## src/rtl/uart_receiver.sv

```systemverilog
// UART receive path: 2-flop synchronizer, mid-bit sampling baud timer, valid/ready output
// with one-cycle framing and overrun error pulses.
module uart_receiver #(
    parameter int unsigned CLK_HZ    = 25_000_000,
    parameter int unsigned BAUD_RATE = 115200,
    parameter int unsigned DATA_BITS = 8
) (
    input  logic                 clock,
    input  logic                 reset,
    input  logic                 rx,
    output logic [DATA_BITS-1:0] data,
    output logic                 data_valid,
    input  logic                 data_ready,
    output logic                 busy,
    output logic                 framing_error,
    output logic                 overrun_error
);

    localparam int unsigned DIVISOR = CLK_HZ / BAUD_RATE;
    localparam int unsigned CW      = $clog2(DIVISOR) + 1;
    localparam int unsigned BW      = $clog2(DATA_BITS + 1);

    // Loading N gives a sample N+1 cycles later.
    localparam logic [CW-1:0] HALF_LOAD = CW'(DIVISOR / 2 - 1);
    localparam logic [CW-1:0] FULL_LOAD = CW'(DIVISOR - 1);
    localparam logic [BW-1:0] LAST_BIT  = BW'(DATA_BITS - 1);

    typedef enum logic [2:0] {
        StIdle,
        StStart,
        StData,
        StStop,
        StBreak
    } state_t;

    state_t               state;
    logic                 rx_meta;
    logic                 rx_s;
    logic [CW-1:0]        baud_cnt;
    logic [BW-1:0]        bit_cnt;
    logic [DATA_BITS-1:0] shreg;
    logic                 sample;

    assign sample = (baud_cnt == '0);

    always_ff @(posedge clock) begin
        if (!reset) begin
            rx_meta       <= 1'b1;
            rx_s          <= 1'b1;
            state         <= StIdle;
            baud_cnt      <= '0;
            bit_cnt       <= '0;
            shreg         <= '0;
            data          <= '0;
            data_valid    <= 1'b0;
            busy          <= 1'b0;
            framing_error <= 1'b0;
            overrun_error <= 1'b0;
        end else begin
            rx_meta       <= rx;
            rx_s          <= rx_meta;
            framing_error <= 1'b0;
            overrun_error <= 1'b0;

            // A load in the stop state below overrides this clear.
            if (data_valid && data_ready) begin
                data_valid <= 1'b0;
            end

            case (state)
                StIdle: begin
                    if (!rx_s) begin
                        baud_cnt <= HALF_LOAD;
                        busy     <= 1'b1;
                        state    <= StStart;
                    end
                end
                StStart: begin
                    if (sample) begin
                        baud_cnt <= FULL_LOAD;
                        if (rx_s) begin
                            busy  <= 1'b0;
                            state <= StIdle;
                        end else begin
                            bit_cnt <= '0;
                            state   <= StData;
                        end
                    end else begin
                        baud_cnt <= baud_cnt - 1'b1;
                    end
                end
                StData: begin
                    if (sample) begin
                        baud_cnt <= FULL_LOAD;
                        shreg    <= {rx_s, shreg[DATA_BITS-1:1]};
                        if (bit_cnt == LAST_BIT) begin
                            bit_cnt <= '0;
                            state   <= StStop;
                        end else begin
                            bit_cnt <= bit_cnt + 1'b1;
                        end
                    end else begin
                        baud_cnt <= baud_cnt - 1'b1;
                    end
                end
                StStop: begin
                    if (sample) begin
                        if (rx_s) begin
                            busy  <= 1'b0;
                            state <= StIdle;
                            if (!data_valid || data_ready) begin
                                data       <= shreg;
                                data_valid <= 1'b1;
                            end else begin
                                overrun_error <= 1'b1;
                            end
                        end else begin
                            framing_error <= 1'b1;
                            state         <= StBreak;
                        end
                    end else begin
                        baud_cnt <= baud_cnt - 1'b1;
                    end
                end
                StBreak: begin
                    if (rx_s) begin
                        busy  <= 1'b0;
                        state <= StIdle;
                    end
                end
                default: begin
                    busy  <= 1'b0;
                    state <= StIdle;
                end
            endcase
        end
    end

endmodule
```

## config.mk

```make
export PLATFORM = sky130hd
export DESIGN_NAME = uart_receiver
export DESIGN_NICKNAME = d
export VERILOG_FILES = /design/src/rtl/uart_receiver.sv
export SDC_FILE = /design/constraint.sdc
export NUM_CORES = 1
export LEC_CHECK = 0
export BUFFER_PORTS_ARGS = -buffer_cell sky130_fd_sc_hd__buf_2
export CORE_ASPECT_RATIO = 0.5
export CORE_UTILIZATION = 55
export DETAILED_ROUTE_END_ITERATION = 8
export GPL_ROUTABILITY_DRIVEN = 0
export PLACE_DENSITY_LB_ADDON = 0.05
export SETUP_SLACK_MARGIN = 0.15
export SLEW_MARGIN = 25
export SYNTH_ARGS = -nofsm -noshare
export SYNTH_HDL_FRONTEND = slang
export SYNTH_SLANG_ARGS = --single-unit
```

## constraint.sdc

```tcl
create_clock -name clock -period 3 [get_ports clock]
set_clock_uncertainty 0.05 [all_clocks]
set_input_delay 0.15 -clock clock [delete_from_list [all_inputs] [get_ports clock]]
set_output_delay 0.15 -clock clock [all_outputs]
set_load 0.02 [all_outputs]
```

# --- Yosys cells after proc, flatten, opt, wreduce, memory -nomap -nowiden ---
# Index checks and enable logic that the tools add are counted.
word_totals:
  inputBits: 4
  reg_bits: 38
  output_inout_bits: 12
  word_cells: 74
op_classes:
  add_sub_neg: 2
  reduce_logical: 17
  n_eq_ne: 14
  bitwise: 1
  muxes: 29
ops:
  columns: ["cell", "n"]
  rows:
  - ["two-way mux 9 bit", 3]
  - ["case mux 9 bit (3 select lines)", 1]
  - ["two-way mux 3 bit", 7]
  - ["two-way mux 4 bit", 4]
  - ["!= test 2 bit, second input constant", 8]
  - ["case mux 3 bit (5 select lines)", 1]
  - ["AND reduction 4 bit", 3]
  - ["two-way mux 1 bit", 10]
  - ["zero test 9 bit", 1]
  - ["AND reduction 3 bit", 3]
  - ["subtractor 9 x 1 -> 9 bit, second input constant", 1]
  - ["case mux 4 bit (2 select lines)", 1]
  - ["== test 3 x 2 -> 1 bit, second input constant", 2]
  - ["AND reduction 6 bit", 1]
  - ["adder 4 x 1 -> 4 bit, second input constant", 1]
  - ["== test 4 x 3 -> 1 bit, second input constant", 1]
  - ["case mux 1 bit (4 select lines)", 1]
  - ["OR reduction 2 bit", 2]
  - ["== test 3 x 1 -> 1 bit, second input constant", 1]
  - ["== test 3 bit, second input constant", 1]
  - ["zero test 3 bit", 1]
  - ["nonzero test 3 bit", 1]
  - ["two-way mux 2 bit", 1]
  - ["!= test 2 x 1 -> 1 bit, second input constant", 1]
  - ["other kinds (6)", 6]

# --- Longest topological paths before layout ---
# Gate-level depths: netlist of the first run.
depth:
  ltp_word: 6
  ltp_mapped: 8
  depth_no_buf: 6

# --- Worst setup path after synthesis of the first run ---
# No wires, ideal clock.
synth_timing:
  kind: "register to register"
  startpoint: "register baud_cnt[0]"
  endpoint: "register baud_cnt[1]"
  t_arrival_ns: 1.682
  setup_ns: 0.119
  path_buffers: 0
  slack_ns: 1.149
  period_less_slack_ns: 1.851
  stages_incl_launch_ff: 7
  required_time_ns: 2.831
  path_cell_list: "dfxtp_1 > inv_1 > ha_1 > nor4b_4 > nand3_2 > and2_4 > o221a_2"
synth_via:
  elab_chain_len: 3
  word_cells_on_any_way: 7
  classes_between: "add/sub: 1; eq/ne: 1; mux: 3; reduce/logical: 2"
synth_rtl:
  columns: ["element", "line", "rtl"]
  rows:
  - ["start: declaration", "39", "logic [CW-1:0] baud_cnt;"]
  - ["start signal: assignment", "89", "baud_cnt <= baud_cnt - 1'b1;"]
  - ["start signal: assignment", "103", "baud_cnt <= baud_cnt - 1'b1;"]
  - ["start signal: assignment", "122", "baud_cnt <= baud_cnt - 1'b1;"]
  - ["subtractor 9 x 1 -> 9 bit / zero test 9 bit (equally long branches)", null, null]
  - ["two-way mux 9 bit (tied with other cells)", "107", "if (sample) begin"]
  - ["case mux 9 bit (3 select lines) / AND reduction 3 bit (equally long branches)", null, null]
# Parallel ways exist; a longest one is shown, timed or not. The select of a mux whose other input is x is not followed.
# A chain may end at the register's enable or synchronous reset.

# --- Worst setup path in the final report of the first run ---
layout_timing:
  startpoint: "register baud_cnt[1]"
  endpoint: "register baud_cnt[7]"
# Same word-level chain as after synthesis.

==> results of run 1 <==
per-layer routing:
layer,global-route usage,vias to the layer above
met4,0.0586,0
met2,0.311,33
li1,-,740
met1,0.289,685
met3,0.0652,2
met5,0,-
power by group through the flow:
stage | logic, mW | clock network, mW | registers (mW)
floorplan | 0.149 | 0 | 0.542
detailed placement | 0.157 | 0 | 0.550
finish | 0.160 | 0.447 | 0.538
global placement | 0.156 | 0 | 0.550
global route | 0.177 | 0.472 | 0.540
CTS | 0.159 | 0.448 | 0.538
worst paths after layout:
kind	to	slack, ps
worst max-delay path	baud_cnt[7]	860
worst min-delay path	overrun_error	140
worst min register to register	rx_s	360
worst max register to register	baud_cnt[7]	860
registers in the layout (all words and copies together), names as in the netlist:
register	cells
baud_cnt	9
bit_cnt	4
busy	1
data	8
data_valid	1
framing_error	1
overrun_error	1
rx_meta	1
rx_s	1
shreg	8
state	3
cell families (layout without fill, tap and decap cells):
| group | after synthesis | after routing |
|---|---|---|
| and+or+nand+nor | 81 | 81 |
| AOI/OAI and AO/OA | 47 | 47 |
| DFF | 38 | 38 |
| buffers and inverters | 18 | 32 |
| muxes | 9 | 9 |
| adders and majority gates | 2 | 2 |
| xor gates and xnor gates | 1 | 1 |
worst min-delay path, cell delays in order:
cell and delay, ps:
buf_2 70, nand2b_1 150, nor3_1 70
timing repair:
item / CTS / global route
hold endpoints to repair: 1 / 0
hold buffers: 1 / 0
resized for setup: 0 / 0
metrics by stage:
stage               cell area, sq um  setup slack, ps  utilization  hold slack, ps
floorplan                       1780             1150            -             173
global placement                1850              946        0.608             283
detailed placement              1850              888        0.608             283
CTS                             1980              888        0.648             143
global route                    1980              724        0.648             154
finish                          1980              863        0.648             144
cell usage after synthesis (2+ instances only):
master	number	area share
o211ai_1	3	0.013
a211oi_1	2	0.0084
a311oi_1	2	0.0098
buf_6	3	0.019
or4_1	2	0.0084
dfxtp_1	38	0.43
nor4_1	2	0.0070
nand2_1	21	0.044
nand3_1	10	0.028
nand3_2	2	0.011
inv_1	6	0.013
nor3_1	4	0.011
a32o_1	2	0.011
nor3b_1	4	0.017
mux2i_1	9	0.051
clkbuf_1	6	0.013
nand2b_1	3	0.011
a31oi_1	3	0.011
o21ai_0	4	0.011
ha_1	2	0.014
or3_1	2	0.0070
nor2_1	20	0.042
o221a_2	2	0.013
a21oi_1	14	0.039
o21a_1	2	0.0084
o31ai_1	2	0.0084
final cells by class:
type | count | area, sq um | area share
multi-input cells | 140 | 926 | 0.469
flip-flops and latches | 38 | 761 | 0.385
repair buffers | 18 | 100 | 0.0507
clock buffers | 6 | 82.6 | 0.0418
well taps | 40 | 50.0 | 0.0253
clock inverters | 1 | 30.0 | 0.0152
inverters | 7 | 26.3 | 0.0133
==> out/metrics.yaml, run 1 <==
synthesis:
  synth_compound_area_frac: 0.197
  synth-main-ff-cell: "dfxtp_1"
  yosys_warnings: 0
  synthArstFlopShare: 0
  postSynthAreaPerCell_sq_um: 9.09
  synth_xor_area_frac: 0.00492
  yosys_register_bits: 38
  syn-instance-count: 196
  syn_area_sq_um: 1780
  synth_seq_area_share: 0.427
  synth_adder_area_share: 0.0140
  yosys-mux-area-fraction: 0.0506
  synth_edf_count: 0
  synth_top_family_by_area: "simple AND/OR/NAND/NOR gates"
  synth-simple-area-share: 0.254
  syn_nets: 202
  synthDistinctLibCells: 52
floorplan:
  die-width_microns: 82.5
  chipHeight_microns: 42.2
  fp.coreArea_sq_um: 3050
  ios: 16
  start_util: 0.585
  design.die.area_sq_um: 3480
  rows: 14
layout:
  final.fill_count: 256
  final_cell_mix: "dfxtp_1 (38), nand2_1 (21), nor2_1 (20)"
  final_common_cell: "dfxtp_1"
  nets: 216
  drive_above_1_share: 0.181
  finalNonFillerCells: 250
  areaGrowthSynthToFinish_pct: 10.9
  diodes: 0
drt:
  num_vias: 1460
  route.antenna.remaining_nets: 0
  drc: 0
  routed_wl_microns: 3470
  top_layer_used: "met4"
  drt_first_pass_iters: 4
  wl_met3_microns: 148
  drtIter0Drc: 94
  dr_wl_met2_microns: 1480
  viasPerCell: 5.84
  routedWlPerCell_microns: 13.9
  wl_met1_microns: 1830
clock_tree:
  path_clk_slew_ps: 80
  cts_root_buffer: "clkbuf_8"
  clk_latency_ps: 290
  cts_setup_buffers: 0
  cts-buffers-inserted: 5
  clock_sinks: 38
  cts_tree: "built"
  htreeDepth: 2
  clk_path_buf_depth: 2
sta:
  worstMarginPinSlew_ps: 618
  slew_headroom: 0.587
  fin_crit_ps: 2140
  min_period_over_period: 0.712
  max_freq_mhz: 468
  fin_tns_setup_ps: 0
  finalHoldViolCount: 0
  drv_slew: 0
  setup_viol: 0
  rsz0062_at_grt: "false"
power_and_ir_drop:
  power.internal_mw: 0.846
  power_switching_mw: 0.300
  seqPwrFrac: 0.470
  p_leak_nw: 0.813
  power.density_nw_per_um2: 580
  clkPwrFrac: 0.390
  total_power_mw: 1.15
  ir_worst_vdd_v: 0.000415
  comb_power_share: 0.140
  swShare: 0.262
min_path:
  whs_path_depth: 3
  hp-class: "in -> reg"
  holdCritStartpoint: "data_ready"
global_routing:
  antenna_found_initial: 0
  grt_use_total: 0.208
  grt_start_max_net_pins: 27
  grt_pass1_wl_microns: 5440
  grt_pass1_vias: 1201
  grt_overflow: 0
worst_setup_path:
  timing.rr.start: "baud_cnt[1]"
  crit_family: "simple AND/OR/NAND/NOR gates"
  rr_worst_depth: 6
  cp_slowest_cell: "nor4b_4"
  path_buf_inv: 1
  endpoint_kind: "register"
  path_max_fanout: 18
  critPathArrivalTime_ps: 2270
  path_cells: "inv_1, ha_1, nor4b_4, and2_2, a21oi_1, a32o_1"
  path_depth: 6
  worstSetupStartpointType: "register"
  crit_type: "reg -> reg"
  worstSetupStartpoint: "baud_cnt[1]"
  crit_required_ps: 3140
  cp_slowest_stage_delay_ps: 500
outcome:
  status: "complete, no violations"
flow_run:
  maxCapViolations: 0
place:
  port_buffers: 15
  dp_hpwl_microns: 2280
  dp_cells: 242
Note: power is estimated with default switching activity, not from simulation.
==> run 2, diff against run 1 <==
==> constraint.sdc (replaced) <==
create_clock -name clock -period 2.1 [get_ports clock]
set_clock_uncertainty 0.05 [all_clocks]
set_input_delay 0.105 -clock clock [delete_from_list [all_inputs] [get_ports clock]]
set_output_delay 0.105 -clock clock [all_outputs]
set_load 0.02 [all_outputs]
==> run 2 against run 1 <==
Net effect: die area did not move; sequential share of layout area fell by 1.1 points; core utilization rose by 2.2 points; clock power rose by 40%; power rose by 45%; sequential power rose by 43%; worst hold slack got worse by 61 ps; via count rose by 1.9%; critical path depth rose by 1; critical path type unchanged; largest cell class unchanged.
==> out/metrics.yaml, run 2 (same netlist as run 1, synthesis figures left out) <==
outcome:
  status: "complete, no violations"
place:
  dp_hpwl_microns: 2400
  port_buffers: 15
  dp_cells: 246
drt:
  drtIter0Drc: 30
  viasPerCell: 5.79
  route.antenna.remaining_nets: 0
  drt_first_pass_iters: 5
  num_vias: 1488
  drc: 0
  routedWlPerCell_microns: 13.9
  routed_wl_microns: 3580
layout:
  drive_above_1_share: 0.235
  nets: 222
  diodes: 0
  final.fill_count: 273
  largest_reg_flops: 9
  reg_top3: "baud_cnt x9, data x8, shreg x8"
  finalNonFillerCells: 257
  final_cell_mix: "dfxtp_1 (36), nand2_1 (21), nor2_1 (20)"
  areaGrowthSynthToFinish_pct: 14.6
  final_common_cell: "dfxtp_1"
  regMostFlops: "baud_cnt"
sta:
  setup_viol: 0
  finalHoldViolCount: 0
  fin_tns_setup_ps: 0
  worstMarginPinSlew_ps: 553
  rsz0062_at_grt: "true"
  fin_crit_ps: 1870
  drv_slew: 0
  max_freq_mhz: 536
  slew_headroom: 0.630
  min_period_over_period: 0.889
global_routing:
  antenna_found_initial: 0
  grt_use_total: 0.229
  grt_overflow: 0
  grt_pass1_wl_microns: 5890
  grt_start_max_net_pins: 27
  grt_pass1_vias: 1380
floorplan:
  chipHeight_microns: 42.2
  design.die.area_sq_um: 3480
  rows: 14
  die-width_microns: 82.5
  start_util: 0.585
  fp.coreArea_sq_um: 3050
  ios: 16
flow_run:
  maxCapViolations: 0
worst_setup_path:
  endpoint_kind: "register"
  path_cells: "inv_2, ha_4, nor4b_4, buf_4, nand4_2, mux2i_1, nor2_1"
  cp_slowest_stage_delay_ps: 350
  path_max_fanout: 8
  crit_type: "reg -> reg"
  path_buf_inv: 2
  crit_family: "simple AND/OR/NAND/NOR gates"
  cp_slowest_cell: "dfxtp_1"
  crit_required_ps: 2240
  critPathArrivalTime_ps: 2000
  worstSetupStartpointType: "register"
clock_tree:
  clk_latency_ps: 300
  cts_tree: "built"
  path_clk_slew_ps: 80
  htreeDepth: 2
  cts_root_buffer: "clkbuf_8"
  clock_sinks: 38
  cts-buffers-inserted: 5
  clk_path_buf_depth: 2
power_and_ir_drop:
  power.density_nw_per_um2: 815
  p_leak_nw: 0.838
  ir_worst_vdd_v: 0.000529
min_path:
  hp-class: "in -> reg"
## run 2: cell types whose count changed in the layout (fill, tap and decap cells not counted)
cell        before  now
clkinvlp_4       0    2
inv_2            0    2
buf_4            2    8
ha_1             2    1
inv_1            6    4
ha_4             0    1
or3_1            2    1
clkbuf_8         6    5
dfxtp_2          0    2
dfxtp_1         38   36
or3_4            0    1
## run 2: repair_timing
action	in CTS	in global routing
hold buffers	1	0
setup buffers	0	2
endpoints found under the setup margin	1	25
gates resized for setup	0	7
pin swaps	0	2
hold endpoints to repair	1	0
## run 2: per-stage QoR
step           hold slack [ps]   util  area [sq um]  setup WS (ps)  total power, mW
2_1_floorplan              128      -          1780            249            0.987
3_3_place_gp               234  0.618          1880            178             1.03
3_5_place_dp               239  0.618          1880            141             1.03
4_1_cts                   85.4  0.658          2010            139             1.66
5_1_grt                    106  0.670          2040            139             1.74
6_report                  82.6  0.670          2040            234             1.66
## run 2: final cells by class
class                           count  area, sq um  area share
Inverter                            7         26.3      0.0129
Clock buffer                        5         68.8      0.0337
Multi-Input combinational cell    140          943       0.462
Clock inverter                      3         45.0      0.0221
Tap cell                           40         50.0      0.0245
Timing Repair Buffer               24          145      0.0711
Sequential cell                    38          763       0.374
## run 2: final timing paths
path,from,to,slack [ps],depth (start not counted)
worst min register to register,rx_meta,rx_s,360,1
worst min-delay path,data_ready,overrun_error,80,3
worst max-delay path,baud_cnt[1],data[2],230,7
worst max register to register,baud_cnt[1],data[2],230,7
## run 2: metal layers
metal	vias up	track usage	routed length (microns)
met5	-	0	0
met4	0	0.0724	44
met3	6	0.0717	153
met2	28	0.379	1650
met1	702	0.284	1730
li1	752	-	-
## run 2: report_power, final
part | leakage, nW | switching (mW) | internal (mW) | total [mW]
combinational | 0.479 | 0.148 | 0.116 | 0.264
sequential | 0.309 | 0.0320 | 0.739 | 0.771
clock | 0.0504 | 0.275 | 0.353 | 0.628
total | 0.838 | 0.455 | 1.21 | 1.66
## run 2: worst reg2reg max path: cells and delay by family (launching register included)
family	cells	cell delay, ps
muxes	1	270
buffers and inverters	2	290
DFF	1	350
adders and majority gates	1	140
and+or+nand+nor	3	650
